## config.mk

```make
export PLATFORM = sky130hd
export DESIGN_NAME = not_pipe
export DESIGN_NICKNAME = d
export VERILOG_FILES = /design/src/rtl/not_pipe.sv
export SDC_FILE = /design/constraint.sdc
export NUM_CORES = 1
export LEC_CHECK = 0
export BUFFER_PORTS_ARGS = -buffer_cell sky130_fd_sc_hd__buf_2
export CAP_MARGIN = 20
export CORE_AREA = 5 5 69 71
export CTS_CLUSTER_DIAMETER = 150
export DETAILED_ROUTE_END_ITERATION = 8
export DIE_AREA = 0 0 74 76
export GPL_TIMING_DRIVEN = 1
export PLACE_DENSITY_LB_ADDON = 0.08
export SYNTH_ARGS = -nofsm -noshare
export SYNTH_HDL_FRONTEND = slang
export SYNTH_SLANG_ARGS = --single-unit
```

## constraint.sdc

```tcl
create_clock -name clk -period 2.45 [get_ports clk]
set_input_delay 0.245 -clock clk [delete_from_list [all_inputs] [get_ports clk]]
set_output_delay 0.245 -clock clk [all_outputs]
set_load 0.1 [all_outputs]
```

## src/rtl/not_pipe.sv

```systemverilog
// Elastic pipelined bitwise inverter: each beat becomes in_data ^ in_mask on entry,
// then moves through DEPTH valid/data register stages with full-throughput flow control.
module not_pipe #(
    parameter int WIDTH = 16,
    parameter int DEPTH = 2
) (
    input  logic             clk,
    input  logic             rst_n,
    input  logic             in_valid,
    output logic             in_ready,
    input  logic [WIDTH-1:0] in_data,
    input  logic [WIDTH-1:0] in_mask,
    output logic             out_valid,
    input  logic             out_ready,
    output logic [WIDTH-1:0] out_data,
    output logic             busy
);

    // Handshake: a beat transfers on a rising edge where valid and ready are both 1;
    // valid never depends on ready, and a presented output holds until it transfers.

    logic [DEPTH-1:0] v;
    logic [DEPTH-1:0] free;
    logic [WIDTH-1:0] d [DEPTH];

    // Stage i is free unless it and every stage after it are full while out_ready is low,
    // which makes the ready chain combinational from out_ready without a bubble.
    always_comb begin
        logic all_v;
        all_v = 1'b1;
        free  = '0;
        for (int i = DEPTH - 1; i >= 0; i--) begin
            all_v   = all_v & v[i];
            free[i] = out_ready | ~all_v;
        end
    end

    always_ff @(posedge clk or negedge rst_n) begin
        if (!rst_n) begin
            v <= '0;
            for (int i = 0; i < DEPTH; i++) begin
                d[i] <= '0;
            end
        end else begin
            if (free[0]) begin
                v[0] <= in_valid;
                if (in_valid) begin
                    d[0] <= in_data ^ in_mask;
                end
            end
            // Data registers only load when a valid beat enters, so idle stages keep old data.
            for (int i = 1; i < DEPTH; i++) begin
                if (free[i]) begin
                    v[i] <= v[i-1];
                    if (v[i-1]) begin
                        d[i] <= d[i-1];
                    end
                end
            end
        end
    end

    assign in_ready  = free[0];
    assign out_valid = v[DEPTH-1];
    assign out_data  = d[DEPTH-1];
    assign busy      = |v;

endmodule

```

======== Word-level counts from Yosys, hierarchy flattened ========
Index checks and enable logic that the tools add are counted.
cells by class
  bitwise operators ....................... 6
  reductions and logical operators ........ 3
operators by type and width
  kind              number
  $xor 16x16->16    1
  $reduce_and 2->1  2
  $not 1->1         2
  $or 1x1->1        2
  $reduce_or 2->1   1
  $and 1x1->1       1
storage, ports and cells
  register bits after elaboration ......... 34
  input port bits ......................... 36
  output and inout bits ................... 19
  logic and storage cells ................. 13

======== Depth between registers and ports, before layout ========
Gate-level depths: netlist of the first run.
  depth after elaboration ................. 4
  gate-level depth with buffers ........... 4
  mapped depth without buffers ............ 3

======== Least setup slack after synthesis of the first run ========
OpenSTA, ideal clock, no wires.
  kind .................................... register to register
  start ................................... register v[1]
  end ..................................... register d[16] (netlist name)
  library setup time ...................... 0.125 ns
  arrival ................................. 2.432 ns
  required time ........................... 2.325 ns
  setup slack ............................. -0.106 ns
  stages on the path, launching flop included .. 5
  buffers on the path ..................... 1
  clock period less this slack ............ 2.556 ns
  cells stage by stage .................... dfrtp_1 > nand3b_2 > nand2_4 > buf_8 > mux2_2
on the way
  longest elaborated chain between the ends .. 4
RTL lines
  item                               line  RTL
  from (decl)                        22    logic [DEPTH-1:0] v;
  from (signal, indexed assignment)  54    v[i] <= v[i-1];
  $and 1x1->1                        33    all_v = all_v & v[i];
  $not 1->1                          34    free[i] = out_ready | ~all_v;
  $or 1x1->1                         34
  net in_ready                       10    output logic in_ready,
  $reduce_and 2->1 (no source line)  n/a
  to (signal, indexed assignment)    56    d[i] <= d[i-1];
  to (decl)                          24    logic [WIDTH-1:0] d [DEPTH];
The timed path passes the listed nets, and every way through them passes these cells.
A chain may end at the register's enable or synchronous reset.

======== Worst setup path after layout of the first run ========
  start ................................... register v[1]
  end ..................................... output busy
on the way
  longest elaborated chain between the ends .. 1
RTL lines
  item             line  RTL
  $reduce_or 2->1  66    assign busy = |v;
  to (decl)        16    output logic busy
Every way passes these cells.

==> metrics.md, run 1 <==
| Metric | Value |
|---|---|
| Max H-tree Level | `2` |
| P_leak | `0.876 nW` |
| Fin crit period | `1520 ps` |
| HP Class | `input port to asynchronous set/reset pin` |
| Total power | `2.15 mW` |
| TritonCTS clock tree | `built` |
| Pre-CTS WS | `1070 ps` |
| Max_slew headroom | `50.8%` |
| Post-synthesis adder-cell area fraction | `0%` |
| Worst-path clk slew | `70 ps` |
| Largest net degree at the start of global routing | `35` |
| R2r startpoint | `v[1]` |
| Mean Syn Cell Area | `14.5 µm²` |
| Clock skew | `3.25 ps` |
| Combinational Power Share | `a little under half` |
| Compound-gate portion of the synthesized area | `0%` |
| Hold_ws | `about 27 ps` |
| I/O pins | `55` |
| CP startpoint | `v[1]` |
| Final Hold Vio Count | `0` |
| Critical-path cell list | `or2_2, buf_2` |
| Slew Limit Fails | `0` |
| Fmax | `~660 MHz` |
| Die span in y | `between 70 and 80 µm` |
| RSZ-0062 raised after global routing | `no` |
| CTS Buf Count | `5` |
| WL final | `2610 µm` |
| Power Internal | `1.13 mW` |
| DR vias | `around 900` |
| Initial antenna violation count | `0` |
| Ant. Diodes | `0` |
| Cts hold-fix bufs | `0` |
| Slowest stage delay, CP | `about 420 ps` |
| Crit path max fanout | `4` |
| Cell Rows | `24` |
| Critical Path RT | `around 2200 ps` |
| DR DRC count | `0` |
| Clock power share | `approximately a fifth` |
| Power Density | `about 1200 mW/mm²` |
| Worst Setup Path Type | `flip-flop to output port` |
| Post-synthesis simple-gate area fraction | `under 10%` |
| Worst-path cell with the longest stage delay | `dfrtp_2` |
| GRT overflow | `0` |
| VDD IR max | `556 µV` |
| Startpoint type of the worst setup path | `flip-flop` |
| Core ar. | `roughly 0.0042 mm²` |
| Setup Fix Bufs, Post-CTS | `0` |
| Netlist Area Pre-Place | `0.00155 mm²` |
| Gr usage total | `10.1%` |
| Net switching power | `slightly above 1 mW` |
| Post-Synthesis Net Count | `143` |
| Vias in the first global route | `924` |
| CTS Sinks | `34` |
| Final setup vio count | `0` |
| Synth area leaders | `dfrtp_1, mux2_2, xor2_1` |
| Switching Share | `47.5%` |
| Area Growth Syn to Fin | `18.1%` |
| Final worst-path cycle share | `62.2%` |
| WL/cell | `12.9 µm` |
| Flop pwr share | `35.5%` |
| Crit. End Element | `output port` |
| Post-layout util | `43.9%` |
| R2r setup slk | `1130 ps` |
| Clk Latency, worst-skew pair | `280 ps` |
| Outcome | `finished, final reports clean` |
| Routed Antenna Nets | `0` |
| Cell variety after synth | `11` |
| Actual slew at the worst max-slew pin | `738 ps` |
| Fin Setup TNS | `0 ps` |
| Share of the synthesized area in the top cell type | `54.8%` |
| Global-route wire length before repair | `4190 µm` |
| Die width | `74 µm` |
| # resized after CTS | `0` |
| TritonRoute pass-1 iters | `6` |
| Gate Count Post-Synth | `107` |
| Cell taking the most area after synthesis | `dfrtp_1` |
| Initial Util | `37.2%` |
| Initial DRC Count | `37` |
| Max Cap Viol | `0` |
| Post-detail-place hpwl | `between 1500 and 2000 µm` |
| Clk root buf | `clkbuf_8` |
| Critical Path AT | `roughly 1300 ps` |
| Sequential area share after synthesis | `54.8%` |
| Layout cell share with drive strength beyond 1 | `64.9%` |
| Final Worst Setup Slack | `926 ps` |
| Bufs on Longest Clock Path | `2` |
| Mux cell area share after synthesis | `23.2%` |
| Largest family of logic cells by synthesized area | `multiplexers` |
| DR vias/cell | `4.43` |
| PortBufs | `54` |
| Yosys warnings | `0` |
| #FFs+latches synth | `34` |
| Die Footprint | `0.00562 mm²` |
| Post-Synth XOR/XNOR Area | `9.03%` |
| Routability Congestion | `between 0.6 and 0.7` |
| Final nets | `around 190` |
## stage by stage
| stage | instances | instance area (µm²) |
|---|---|---|
| 2_1_floorplan | 107 | 1550 |
| 3_3_place_gp | 195 | 1740 |
| 3_5_place_dp | 195 | 1740 |
| 4_1_cts | 203 | 1830 |
| 5_1_grt | 203 | 1830 |
| 6_report | 203 | 1830 |
## critical path, delay by kind of cell, from the launching register on
| family | cells | cell delay (ps) |
|---|---|---|
| flip-flops | 1 | 420 |
| AND/OR/NAND/NOR | 1 | 290 |
| buffers and inverters | 1 | 290 |
## logic make-up (layout without fill, tap and decap cells)
| group | count (synthesis) | after routing |
|---|---|---|
| xor gates and xnor gates | 16 | 16 |
| buffers and inverters | 18 | 62 |
| DFF | 34 | 34 |
| muxes | 32 | 32 |
| and+or+nand+nor | 7 | 7 |
## final timing paths
check                          endpoint  depth (start not counted)
max                                busy                          2
min                               d[26]                          1
max reg2reg                out_data[15]                          3
min reg2reg                out_data[10]                          1
max in group asynchronous          v[1]                          1
min in group clk                   v[0]                          2
## Yosys cell counts (all sizes together)
cell type,count
buf,18
dfrtp,34
mux2,32
nand2,2
nand2b,3
nand3b,1
or2,1
xor2,16
## sequential cells by signal, indices dropped and copies added, names as in the netlist
signal,flops
d,16
out_data,16
v,2
## layer usage
layer	vias up	part of all wire, %	wire, µm	GRT usage (%)
met4	0	1.0	27	5.43
met2	29	50	1320	15.6
li1	425	-	-	-
met5	-	0	0	0
met1	443	41	1070	11.3
met3	2	7.8	203	4.75
## power groups by stage
stage | sequential [mW] | combinational, mW | clock (mW)
after floorplan | 0.766 | 0.950 | 0
after global placement | 0.772 | 0.973 | 0
after detailed placement | 0.776 | 0.983 | 0
after CTS | 0.766 | 0.985 | 0.434
after global routing | 0.780 | 1.01 | 0.456
final | 0.764 | 0.973 | 0.413
## final cells by class
type | instances | area [µm²]
fillers | 421 | 2340
clock buffers | 7 | 86.3
repair buffers | 54 | 270
clock inverters | 1 | 5.00
well taps | 52 | 65.1
multi-input cells | 55 | 554
flip-flops and latches | 34 | 852
## placed cells by master, fill, tap and decap left out
cell	netlist	final
xor2_1	16	16
mux2_2	32	32
or2_2	1	1
clkinv_2	0	1
nand3b_2	1	1
nand2b_1	3	3
nand2_4	1	1
dfrtp_2	0	1
buf_2	0	54
clkbuf_8	0	6
dfrtp_1	34	33
clkbuf_1	0	1
nand2_2	1	1
(Power assumes the default switching activity.)
==> inputs of run 2 (changes only) <==
Clock period 2.45 ns to 1.3 ns, I/O delays scaled along.
==> run 2 against run 1 <==
Net effect: largest power group unchanged; die area did not move; sequential power rose by 90%; the run now ends with negative setup slack left; critical endpoint is now out_data[1]; critical path depth up 3; combinational power up 100%; critical path type is now flip-flop to flip-flop; first-iteration DRC count shrank 86%.
==> metrics.md, run 2 (synthesis results as in run 1) <==
| Metric | Value |
|---|---|
| Ant. Diodes | `0 (unchanged)` |
| GRT overflow | `0 (unchanged)` |
| Max Cap Viol | `0 (unchanged)` |
| Vias in the first global route | `1,007 (+9.0%)` |
| Layout cell share with drive strength beyond 1 | `67.3% (+2.4 points)` |
| Post-detail-place hpwl | `2090 µm (+14%)` |
| Die width | `74 µm (unchanged)` |
| VDD IR max | `845 µV (+52%)` |
| Leading cell type in the layout, fill and taps excluded | `buf_2` |
| TritonCTS clock tree | `built` |
| Pre-CTS WS | `-2.96 ps (-1070 ps)` |
| Critical Path AT | `1490 ps (+210 ps)` |
| Final nets | `191 (+2.7%)` |
| Routability Congestion | `0.663 (+5.1%)` |
| Cell Rows | `24 (unchanged)` |
| Filler cells | `380 (-9.7%)` |
| Fin crit period | `1330 ps` |
| Most frequent cells in the layout | `buf_2, dfrtp_1, mux2_2` |
| Final Hold Vio Count | `0 (unchanged)` |
| Outcome | `finished with violations` |
| Initial antenna violation count | `0 (unchanged)` |
| Actual slew at the worst max-slew pin | `489 ps (-249 ps)` |
| WL final | `2900 µm (+11%)` |
| Power Density | `2060 mW/mm² (+76%)` |
| RSZ-0062 raised after global routing | `yes` |
| Clk root buf | `clkbuf_8` |
| Bufs on Longest Clock Path | `2 (unchanged)` |
| Fmax | `roughly 750 MHz` |
| Startpoint type of the worst setup path | `flip-flop` |
| P_leak | `0.999 nW (+14%)` |
| CTS Sinks | `34 (unchanged)` |
| Final setup vio count | `10 (+10)` |
| Core ar. | `0.00417 mm² (unchanged)` |
| Die Footprint | `0.00562 mm² (unchanged)` |
| Violated checks | `negative setup slack` |
| CTS Buf Count | `5 (unchanged)` |
| Initial Util | `37.2% (unchanged)` |
| Routed Antenna Nets | `0 (unchanged)` |
| Max H-tree Level | `2 (unchanged)` |
| Largest net degree at the start of global routing | `21 (-40%)` |
| Storage cell area | `856 µm² (+0.44%)` |
| Clk Latency, worst-skew pair | `280 ps (about the same)` |
| Crit. End Element | `flip-flop` |
| Critical Path RT | `1470 ps (-730 ps)` |
| I/O pins | `55 (unchanged)` |
| Area Growth Syn to Fin | `31.6%` |
| PortBufs | `54 (unchanged)` |
| Gr usage total | `11.3% (+1.2 points)` |
| Die span in y | `76 µm (unchanged)` |
| DR vias | `924 (+2.8%)` |
| Max_slew headroom | `67.6% (+17 points)` |
| Crit path max fanout | `8 (+4)` |
| DR DRC count | `0 (unchanged)` |
| HP Class | `input port to flip-flop` |
| Initial DRC Count | `5 (-86%)` |
| TritonRoute pass-1 iters | `2 (-4)` |
| WL/cell | `13.9 µm (+8.2%)` |
| Slew Limit Fails | `0 (unchanged)` |
| Area of the multi-input gates | `624 µm² (+13%)` |
| Worst Setup Path Type | `flip-flop to flip-flop` |
| Global-route wire length before repair | `4760 µm (+14%)` |
| Worst-path clk slew | `70 ps (about the same)` |
| Final Worst Setup Slack | `-26.6 ps (-953 ps)` |
| Clock skew | `6.26 ps (+3.01 ps)` |
| Placed Cells | `198 (+1.5%)` |
| Final worst-path cycle share | `102%` |
| Non-filler cells, final | `208 (+2.5%)` |
| DR vias/cell | `4.44 (+0.31%)` |
| Post-layout util | `48.9% (+5.0 points)` |
run 2: cell count changes in the layout (fill, tap and decap cells not counted), sizes merged:
cell	previous run	this run
buf	54	57
clkinvlp	0	1
dlygate4sd3	0	1
run 2: repair_timing:
| item | 4_1_cts | 5_1_grt |
|---|---|---|
| cloned | 0 | 1 |
| endpoints found under the hold margin | 14 | 0 |
| pin swaps | 1 | 0 |
| hold buffers | 1 | 0 |
| buffers inserted | 1 | 0 |
| setup endpoints to repair | 3 | 18 |
| gates resized for setup | 8 | 3 |
run 2: worst paths after layout:
path / slack, ps / depth (start not counted) / startpoint / to
worst max-delay path: -30 / 5 / v[1] / out_data[1]
min in group asynchronous: 290 / 2 / rst_n / out_data[6]
max in group asynchronous: 590 / 3 / rst_n / d[17]
worst min register to register: 500 / 1 / out_data[4] / out_data[4]
worst max register to register: -30 / 5 / v[1] / out_data[1]
worst min-delay path: 150 / 2 / in_valid / v[0]
run 2: routing by layer:
| layer | up-vias | GRT usage, % | part of all wire [%] |
|---|---|---|---|
| met1 | 449 | 13.5 | 40 |
| li1 | 436 | - | - |
| met4 | 0 | 4.89 | 1.8 |
| met2 | 34 | 17.6 | 50 |
| met3 | 5 | 4.49 | 8.2 |
| met5 | - | 0 | 0 |
run 2: stage by stage:
stage	cell area, µm²	hold WS, ps	power, mW	TNS, ps
6_report	2040	146	4.22	-181
5_1_grt	2040	135	4.40	-740
4_1_cts	2020	132	4.26	-571
3_5_place_dp	1870	70.0	3.41	-2.96
3_3_place_gp	1870	62.0	3.39	0
2_1_floorplan	1600	-166	3.28	-9310
run 2: final cells by class:
cell class | count | area share [%]
multi-input combinational | 55 | 30.6
timing repair buffer | 59 | 19.7
sequential | 34 | 41.9
clock buffer | 6 | 4.04
clock inverter | 2 | 0.613
tap | 52 | 3.19
run 2: power breakdown:
part | total (mW) | internal, mW | switching [mW]
Combinational | 1.96 | 0.483 | 1.48
Clock | 0.806 | 0.425 | 0.380
Sequential | 1.45 | 1.32 | 0.131
Total | 4.22 | 2.23 | 1.99
run 2: critical path, cell delays in order, from the launching register on:
cell	delay [ps]
dfrtp_4	500
buf_6	140
nand2b_4	70
nand2_4	70
clkbuf_16	170
mux2_2	270
